$ cat config.mk
export PLATFORM = sky130hd
export DESIGN_NAME = regfile_wb_sched
export DESIGN_NICKNAME = d
export VERILOG_FILES = /design/src/rtl/regfile_wb_sched.sv
export SDC_FILE = /design/constraint.sdc
export NUM_CORES = 1
export LEC_CHECK = 0
export ABC_AREA = 1
export CAP_MARGIN = 20
export CORE_UTILIZATION = 32
export DETAILED_ROUTE_END_ITERATION = 16
export PLACE_DENSITY_LB_ADDON = 0.05
export SYNTH_ARGS = -nofsm -noshare
export SYNTH_HDL_FRONTEND = slang
export SYNTH_SLANG_ARGS = --single-unit
$ cat constraint.sdc
create_clock -name clk -period 2.8 [get_ports clk]
set_input_delay 0.84 -clock clk [delete_from_list [all_inputs] [get_ports clk]]
set_output_delay 0.84 -clock clk [all_outputs]
set_load 0.03 [all_outputs]
$ cat src/rtl/regfile_wb_sched.sv
// regfile_wb_sched: write-back scheduler for a 16 x 16-bit register file with a
// single write port. Two requesters (0 = ALU, 1 = load/memory) are arbitrated
// onto the port. req1 normally wins. req0 is forced ahead once it has waited
// MAX_WAIT cycles. A pending-write scoreboard (busy) lets issue logic stall on
// RAW hazards.
// Optional feature macro: RF_R0_ZERO_EN (register 0 hardwired to zero).
module regfile_wb_sched #(
  parameter int MAX_WAIT = 3,
  parameter int CNT_W    = 4
) (
  input  logic        clk,
  input  logic        rst,
  input  logic        req0_valid,
  input  logic [3:0]  req0_addr,
  input  logic [15:0] req0_data,
  output logic        req0_ready,
  input  logic        req1_valid,
  input  logic [3:0]  req1_addr,
  input  logic [15:0] req1_data,
  output logic        req1_ready,
  input  logic        mark_valid,
  input  logic [3:0]  mark_addr,
  output logic        rf_regWrite,
  output logic [3:0]  rf_wrAddr,
  output logic [15:0] rf_wrData,
  output logic [15:0] busy,
  output logic        starved
);

  localparam logic [CNT_W-1:0] WAIT_LIMIT = CNT_W'(MAX_WAIT);
  localparam logic [CNT_W-1:0] CNT_MAX    = '1;

  logic [CNT_W-1:0] starve_cnt;
  logic             grant0;
  logic             grant1;
  logic             aged;
  logic             write_en;
  logic [3:0]       grant_addr;
  logic [15:0]      grant_data;
  logic [15:0]      busy_next;

  // Arbitration: req1 wins ties unless req0 has aged past MAX_WAIT; nothing is granted during reset
  always_comb begin
    aged       = (starve_cnt >= WAIT_LIMIT);
    grant0     = 1'b0;
    grant1     = 1'b0;
    if (!rst) begin
      if (req0_valid && (!req1_valid || aged)) begin
        grant0 = 1'b1;
      end else if (req1_valid) begin
        grant1 = 1'b1;
      end
    end
    req0_ready = grant0;
    req1_ready = grant1;
    starved    = grant0 && req1_valid && aged;
    grant_addr = grant0 ? req0_addr : req1_addr;
    grant_data = grant0 ? req0_data : req1_data;
`ifdef RF_R0_ZERO_EN
    write_en   = (grant0 || grant1) && (grant_addr != 4'd0);
`else
    write_en   = grant0 || grant1;
`endif
  end

  // Starvation counter: counts consecutive refused cycles of a valid req0, saturating
  always_ff @(posedge clk or posedge rst) begin
    if (rst) begin
      starve_cnt <= '0;
    end else if (!req0_valid || grant0) begin
      starve_cnt <= '0;
    end else if (starve_cnt != CNT_MAX) begin
      starve_cnt <= starve_cnt + 1'b1;
    end
  end

  // Write port register: one cycle after a grant the port carries the granted write
  always_ff @(posedge clk or posedge rst) begin
    if (rst) begin
      rf_regWrite <= 1'b0;
      rf_wrAddr   <= '0;
      rf_wrData   <= '0;
    end else begin
      rf_regWrite <= write_en;
      if (write_en) begin
        rf_wrAddr <= grant_addr;
        rf_wrData <= grant_data;
      end
    end
  end

  // Scoreboard next state: a grant retires its register, a new mark sets it and wins a collision
  always_comb begin
    busy_next = busy;
    if (grant0 || grant1) begin
      busy_next[grant_addr] = 1'b0;
    end
`ifdef RF_R0_ZERO_EN
    if (mark_valid && (mark_addr != 4'd0)) begin
      busy_next[mark_addr] = 1'b1;
    end
`else
    if (mark_valid) begin
      busy_next[mark_addr] = 1'b1;
    end
`endif
  end

  // Scoreboard register
  always_ff @(posedge clk or posedge rst) begin
    if (rst) begin
      busy <= '0;
    end else begin
      busy <= busy_next;
    end
  end

endmodule
==> results.sh, run 1 <==
export IMPL_ys_top_cells_by_count="nand2_1 (72), dfrtp_1 (41), inv_1 (36)"
export IMPL_core_um2=6060
export IMPL_switchingPower_uw=679
export IMPL_critPathKind="in -> out"
export IMPL_drc_errors=0
export IMPL_timing_final_crit_share_pct=96.5
export IMPL_maxSlewHeadroom_pct=69.8
export IMPL_fin_tns_setup_ps=0
export IMPL_cts_max_path_buffers=2
export IMPL_synth_area_per_cell_um2=8.16
export IMPL_synth_cells=251
export IMPL_cts_tree="yes"
export IMPL_die_w_um=82.0
export IMPL_p_comb_share_pct=38.4
export IMPL_setup_viol=0
export IMPL_maxCapViolations=0
export IMPL_cts_root_buffer="clkbuf_8"
export IMPL_cp_end_kind="output port"
export IMPL_cts_setup_buffers=0
export IMPL_cts_resized=0
export IMPL_critPathLaunchType="input pin"
export IMPL_fp_row_count=28
export IMPL_cts_made_buffers=5
export IMPL_synth_area_leader_cell="dfrtp_1"
export IMPL_switching_share_pct=35.3
export IMPL_pwr_share_clk_pct=22.0
export IMPL_timing_fmax_ghz=0.370
export IMPL_num_fill_cells=579
export IMPL_via_per_inst=4.60
export IMPL_cp_required_ps=1960
export IMPL_synthFlopType="dfrtp_1"
export IMPL_synthToLayoutAreaGrowth_pct=52.9
export IMPL_multiInputGateArea_um2=828
export IMPL_internal_power_uw=1240
export IMPL_drv_slew=0
export IMPL_holdPathStages=2
export IMPL_yosysMostFrequentCell="nand2_1"
export IMPL_min_path_type="reg -> reg"
export IMPL_cp_data_arrival_time_ps=1860
export IMPL_syn_area_um2=2050
export IMPL_wl_per_cell_um=12.3
export IMPL_dieArea_um2=6720
export IMPL_total_power_uw=1920
export IMPL_routed_wl_um=5200
export IMPL_ctsHoldBuffers=0
export IMPL_clk_latency_ps=290
export IMPL_drt_iter0_drc=84
export IMPL_ys_seq_area_share_pct=50.1
export IMPL_synth_area_leaders="dfrtp_1 (50%), nand2_1 (13%), inv_1 (6.6%)"
export IMPL_yosysUniqueCellTypes=27
export IMPL_dpl_hpwl_um=4050
export IMPL_worst_slew_pin_slew_ps=450
export IMPL_grt_overflow=0
export IMPL_seqCellArea_um2=1030
export IMPL_synth_enable_flop_cells=0
export IMPL_place_inst=416
export IMPL_vdd_ir_drop_max_mv=0.337
export IMPL_synth_async_reset_ratio_pct=100
export IMPL_final_cells=424
export IMPL_finalHoldViolCount=0
export IMPL_min_period_ps=2700
export IMPL_cts_clk_slew_worst_paths_ps=70
export IMPL_cp_max_fo=3
export IMPL_cts_sinks=41
export IMPL_antenna_found_initial=0
export IMPL_grt_max_degree=29
export IMPL_ys_seq_elements=41
export IMPL_rsz0062_at_grt="false"
export IMPL_synthesis_nets=301
export IMPL_grt_util_all_layers_pct=16.9
export IMPL_r2r_cells=12
export IMPL_seqPwrFrac_pct=39.6
export IMPL_die_h_um=82.0
export IMPL_yosys_warnings=0
export IMPL_outcome="complete, no violations"
export IMPL_antenna_cells=0
export IMPL_leakage_uw=0.00150
export IMPL_grt_pass1_wl_um=8470
export IMPL_h_tree_depth=2
export IMPL_p_per_area_nw_per_um2=615
export IMPL_nets=398
export IMPL_io_pins=89
export IMPL_ant_nets=0
export IMPL_io_buffers=88
export IMPL_yosysTopAreaCellShare_pct=50.1
export IMPL_fin_skew_ps=3.46
export IMPL_dr_pass1_iters=4
export IMPL_vias=1950
export IMPL_place_gp_congestion=0.777
export IMPL_initial_utilization_pct=33.8
export IMPL_drive_gt1_share_pct=10.0
export IMPL_grt_pass1_vias=1769
-- cells in the final DEF (no fill, tap or decap) --
| cell type | instances |
|---|---|
| o22ai_1 | 16 |
| o21ai_0 | 4 |
| nand3_1 | 13 |
| nor3_1 | 4 |
| nor2_4 | 3 |
| dfrtp_1 | 41 |
| o21a_1 | 1 |
| clkinv_2 | 1 |
| a21oi_1 | 17 |
| ha_1 | 1 |
| nor2_2 | 2 |
| clkdlybuf4s50_1 | 85 |
| nand2_1 | 72 |
| inv_1 | 35 |
| nand2_2 | 4 |
| nand4_1 | 8 |
| inv_2 | 2 |
| clkbuf_8 | 7 |
| buf_4 | 12 |
| o21ai_2 | 1 |
| a211oi_1 | 1 |
| nor2_1 | 15 |
| nand3_2 | 1 |
| xor2_1 | 1 |
| nand3_4 | 2 |
-- critical path, cell delays in order --
cell	delay, ps
clkdlybuf4s50_1	540
nand3_4	110
nand2_1	90
nand3_2	70
inv_1	60
buf_4	150
-- per-layer routing --
layer  vias to the layer above  track usage (%)  wire (µm)
met2                        69             27.5       2310
met1                       872             22.3       2470
met4                         0             4.74         45
li1                       1005                -          -
met5                         -                0          0
met3                         4             4.11        373
-- flip-flops by register name, indices dropped and copies added, names as in the netlist --
name,flops
busy,16
starve_cnt,4
rf_wrAddr,4
rf_regWrite,1
rf_wrData,16
-- metrics by stage --
step	setup slack [ps]	instance area, µm²	util (%)	hold slack [ps]
after detailed placement	87.6	3030	50.0	457
final	97.7	3130	51.6	472
after global placement	102	3030	50.0	457
after floorplan	15.7	2060	-	516
after CTS	87.7	3130	51.6	477
after global routing	29.4	3130	51.6	492
-- final timing paths --
kind | from | to | slack [ps]
setup reg to reg | starve_cnt[0] | busy[15] | 830
min in group asynchronous | rst | rf_wrData[2] | 1000
max in group asynchronous | rst | busy[10] | 1510
hold / removal | busy[5] | busy[5] | 470
hold reg to reg | busy[5] | busy[5] | 470
setup / recovery | req1_valid | req1_ready | 100
-- cell type report --
type	count	area share, %
Clock inverter	1	0.160
Inverter	37	4.44
Sequential cell	41	32.8
Clock buffer	7	3.08
Tap cell	75	3.00
Timing Repair Buffer	97	30.1
Multi-Input combinational cell	166	26.5
-- logic make-up (layout without fill, tap and decap cells) --
family	count (synthesis)	count (layout)	synth area share (%)
AO/OA/AOI/OAI	40	40	11.2
XOR/XNOR	1	1	0.428
adder cells (fa/ha/maj)	1	1	0.611
buffers and inverters	44	142	9.54
flip-flops	41	41	50.1
AND/OR/NAND/NOR	124	124	28.1
-- power groups by stage --
stage	Sequential, µW	Clock (µW)	Combinational, µW
2_1_floorplan	988	0	184
3_3_place_gp	774	0	742
3_5_place_dp	773	0	747
4_1_cts	763	446	748
5_1_grt	777	469	800
6_report	762	423	739
(Power assumes the default switching activity.)
==> run 2, diff against run 1 <==
PLACE_DENSITY_LB_ADDON = unset   (was 0.05)
==> run 2 against run 1 <==
Power grew 4.5%. Non-clock buffer count shrank 1. Final cell count shrank 0.24%. Register-to-register slack gained 70 ps. Sequential share of layout area shrank 0.25 points. Clock skew shrank 1.6 ps. Via count shrank 0.67%. Largest cell class unchanged. Highest routed layer unchanged.
==> results.sh, run 2 (synthesis gave the netlist of run 1 again) <==
export IMPL_timing_final_crit_share_pct=97.4
export IMPL_critPathKind="in -> out"
export IMPL_holdPathStages=2
export IMPL_layout_common_cells="clkdlybuf4s50_1 (85), nand2_1 (72), dfrtp_1 (41)"
export IMPL_worst_slew_pin_slew_ps=473
export IMPL_grt_util_all_layers_pct=17.6
export IMPL_dr_pass1_iters=4
export IMPL_fin_skew_ps=1.86
export IMPL_r2r_start="starve_cnt[0]"
export IMPL_cp_required_ps=1960
export IMPL_cp_end_kind="output port"
export IMPL_cp_max_fo=3
export IMPL_cts_clk_slew_worst_paths_ps=80
export IMPL_num_fill_cells=603
export IMPL_drc_errors=0
export IMPL_maxSlewHeadroom_pct=68.2
export IMPL_rsz0062_at_grt="false"
export IMPL_drt_iter0_drc=46
export IMPL_top_regs="busy x16, rf_wrData x16"
export IMPL_cts_made_buffers=5
export IMPL_setup_viol=0
export IMPL_drv_slew=0
export IMPL_min_path_type="reg -> reg"
export IMPL_place_gp_congestion=0.778
export IMPL_finalHoldViolCount=0
export IMPL_hold_ws_ps=474
export IMPL_die_h_um=82.0
export IMPL_leakage_uw=0.00150
export IMPL_min_period_ps=2730
export IMPL_cts_setup_buffers=0
export IMPL_fp_row_count=28
export IMPL_antenna_cells=0
export IMPL_r2r_cells=12
export IMPL_grt_pass1_wl_um=8920
export IMPL_crit_slowest_cell="clkdlybuf4s50_1"
export IMPL_cts_tree="yes"
export IMPL_fin_tns_setup_ps=0
export IMPL_path_cells="clkdlybuf4s50_1 -> nand3_4 -> nand2_1 -> nand3_2 -> inv_1 -> buf_4"
export IMPL_maxCapViolations=0
export IMPL_nets=397
export IMPL_dieArea_um2=6720
export IMPL_initial_utilization_pct=33.8
export IMPL_grt_max_degree=50
export IMPL_ant_nets=0
export IMPL_timing_reg2reg_setup_slack_ps=900
export IMPL_h_tree_depth=2
export IMPL_p_per_area_nw_per_um2=638
export IMPL_vdd_ir_drop_max_mv=0.388
export IMPL_critPathLaunchType="input pin"
export IMPL_via_per_inst=4.58
export IMPL_drive_gt1_share_pct=9.77
export IMPL_dpl_hpwl_um=4180
export IMPL_grt_pass1_vias=1928
export IMPL_antenna_found_initial=0
export IMPL_cp_data_arrival_time_ps=1890
export IMPL_cts_resized=0
export IMPL_final_common_cell="clkdlybuf4s50_1"
export IMPL_vias=1937
export IMPL_io_buffers=88
export IMPL_synthToLayoutAreaGrowth_pct=54.0
export IMPL_max_stage_delay_ps=550
export IMPL_die_w_um=82.0
export IMPL_r2r_end="busy[12]"
export IMPL_cts_sinks=41
export IMPL_hold_start="busy[7]"
export IMPL_wl_per_cell_um=13.1
export IMPL_routed_wl_um=5550
export IMPL_clk_latency_ps=290
export IMPL_outcome="complete, no violations"
export IMPL_grt_overflow=0
export IMPL_ctsHoldBuffers=0
export IMPL_core_um2=6060
export IMPL_cts_max_path_buffers=2
export IMPL_worst_hold_path_endpoint="busy[7]"
export IMPL_cts_root_buffer="clkbuf_8"
export IMPL_timing_fmax_ghz=0.367
export IMPL_io_pins=89
[run 2: cell type report]
type | count | area [µm²] | area share (%)
Sequential cell | 41 | 1030 | 32.5
Clock inverter | 2 | 37.5 | 1.19
Multi-Input combinational cell | 166 | 828 | 26.3
Timing Repair Buffer | 96 | 946 | 30.0
Clock buffer | 6 | 82.6 | 2.62
Tap cell | 75 | 93.8 | 2.98
Inverter | 37 | 139 | 4.40
[run 2: critical path, delay by kind of cell]
kind / cells / cell delay, ps
and+or+nand+nor: 3 / 300
buffers and inverters: 3 / 760
[run 2: worst max-delay path by stage]
| stage | startpoint | endpoint | slack (ps) | cells after the start |
|---|---|---|---|---|
| 2_1_floorplan | rst | starved | 20 | 6 |
| 3_5_place_dp | req1_valid | req1_ready | 80 | 6 |
| 6_report | req1_valid | req1_ready | 70 | 6 |
| 4_1_cts | req1_valid | req1_ready | 70 | 6 |
| 5_1_grt | req1_valid | req1_ready | 5 | 6 |
| 3_3_place_gp | req1_valid | req1_ready | 130 | 6 |
[run 2: per-stage QoR]
stage                     cells  area, µm²  power, µW  utilization, %  setup WS (ps)
after floorplan             251       2060       1170               -           15.7
after detailed placement    415       3030       1530            50.0           80.8
final                       423       3150       2010            52.0           72.6
after global placement      415       3030       1520            50.0            127
after CTS                   423       3150       2030            52.0           68.1
after global routing        423       3150       2130            52.0           4.82
[run 2: power by group]
part	internal, µW	switching, µW
Clock	290	208
Sequential	702	63.4
Combinational	320	427
[run 2: metal layers]
layer,GRT usage (%),wire [µm]
met5,0,0
met4,3.68,16
met3,4.44,417
met2,30.9,2600
met1,21.7,2520
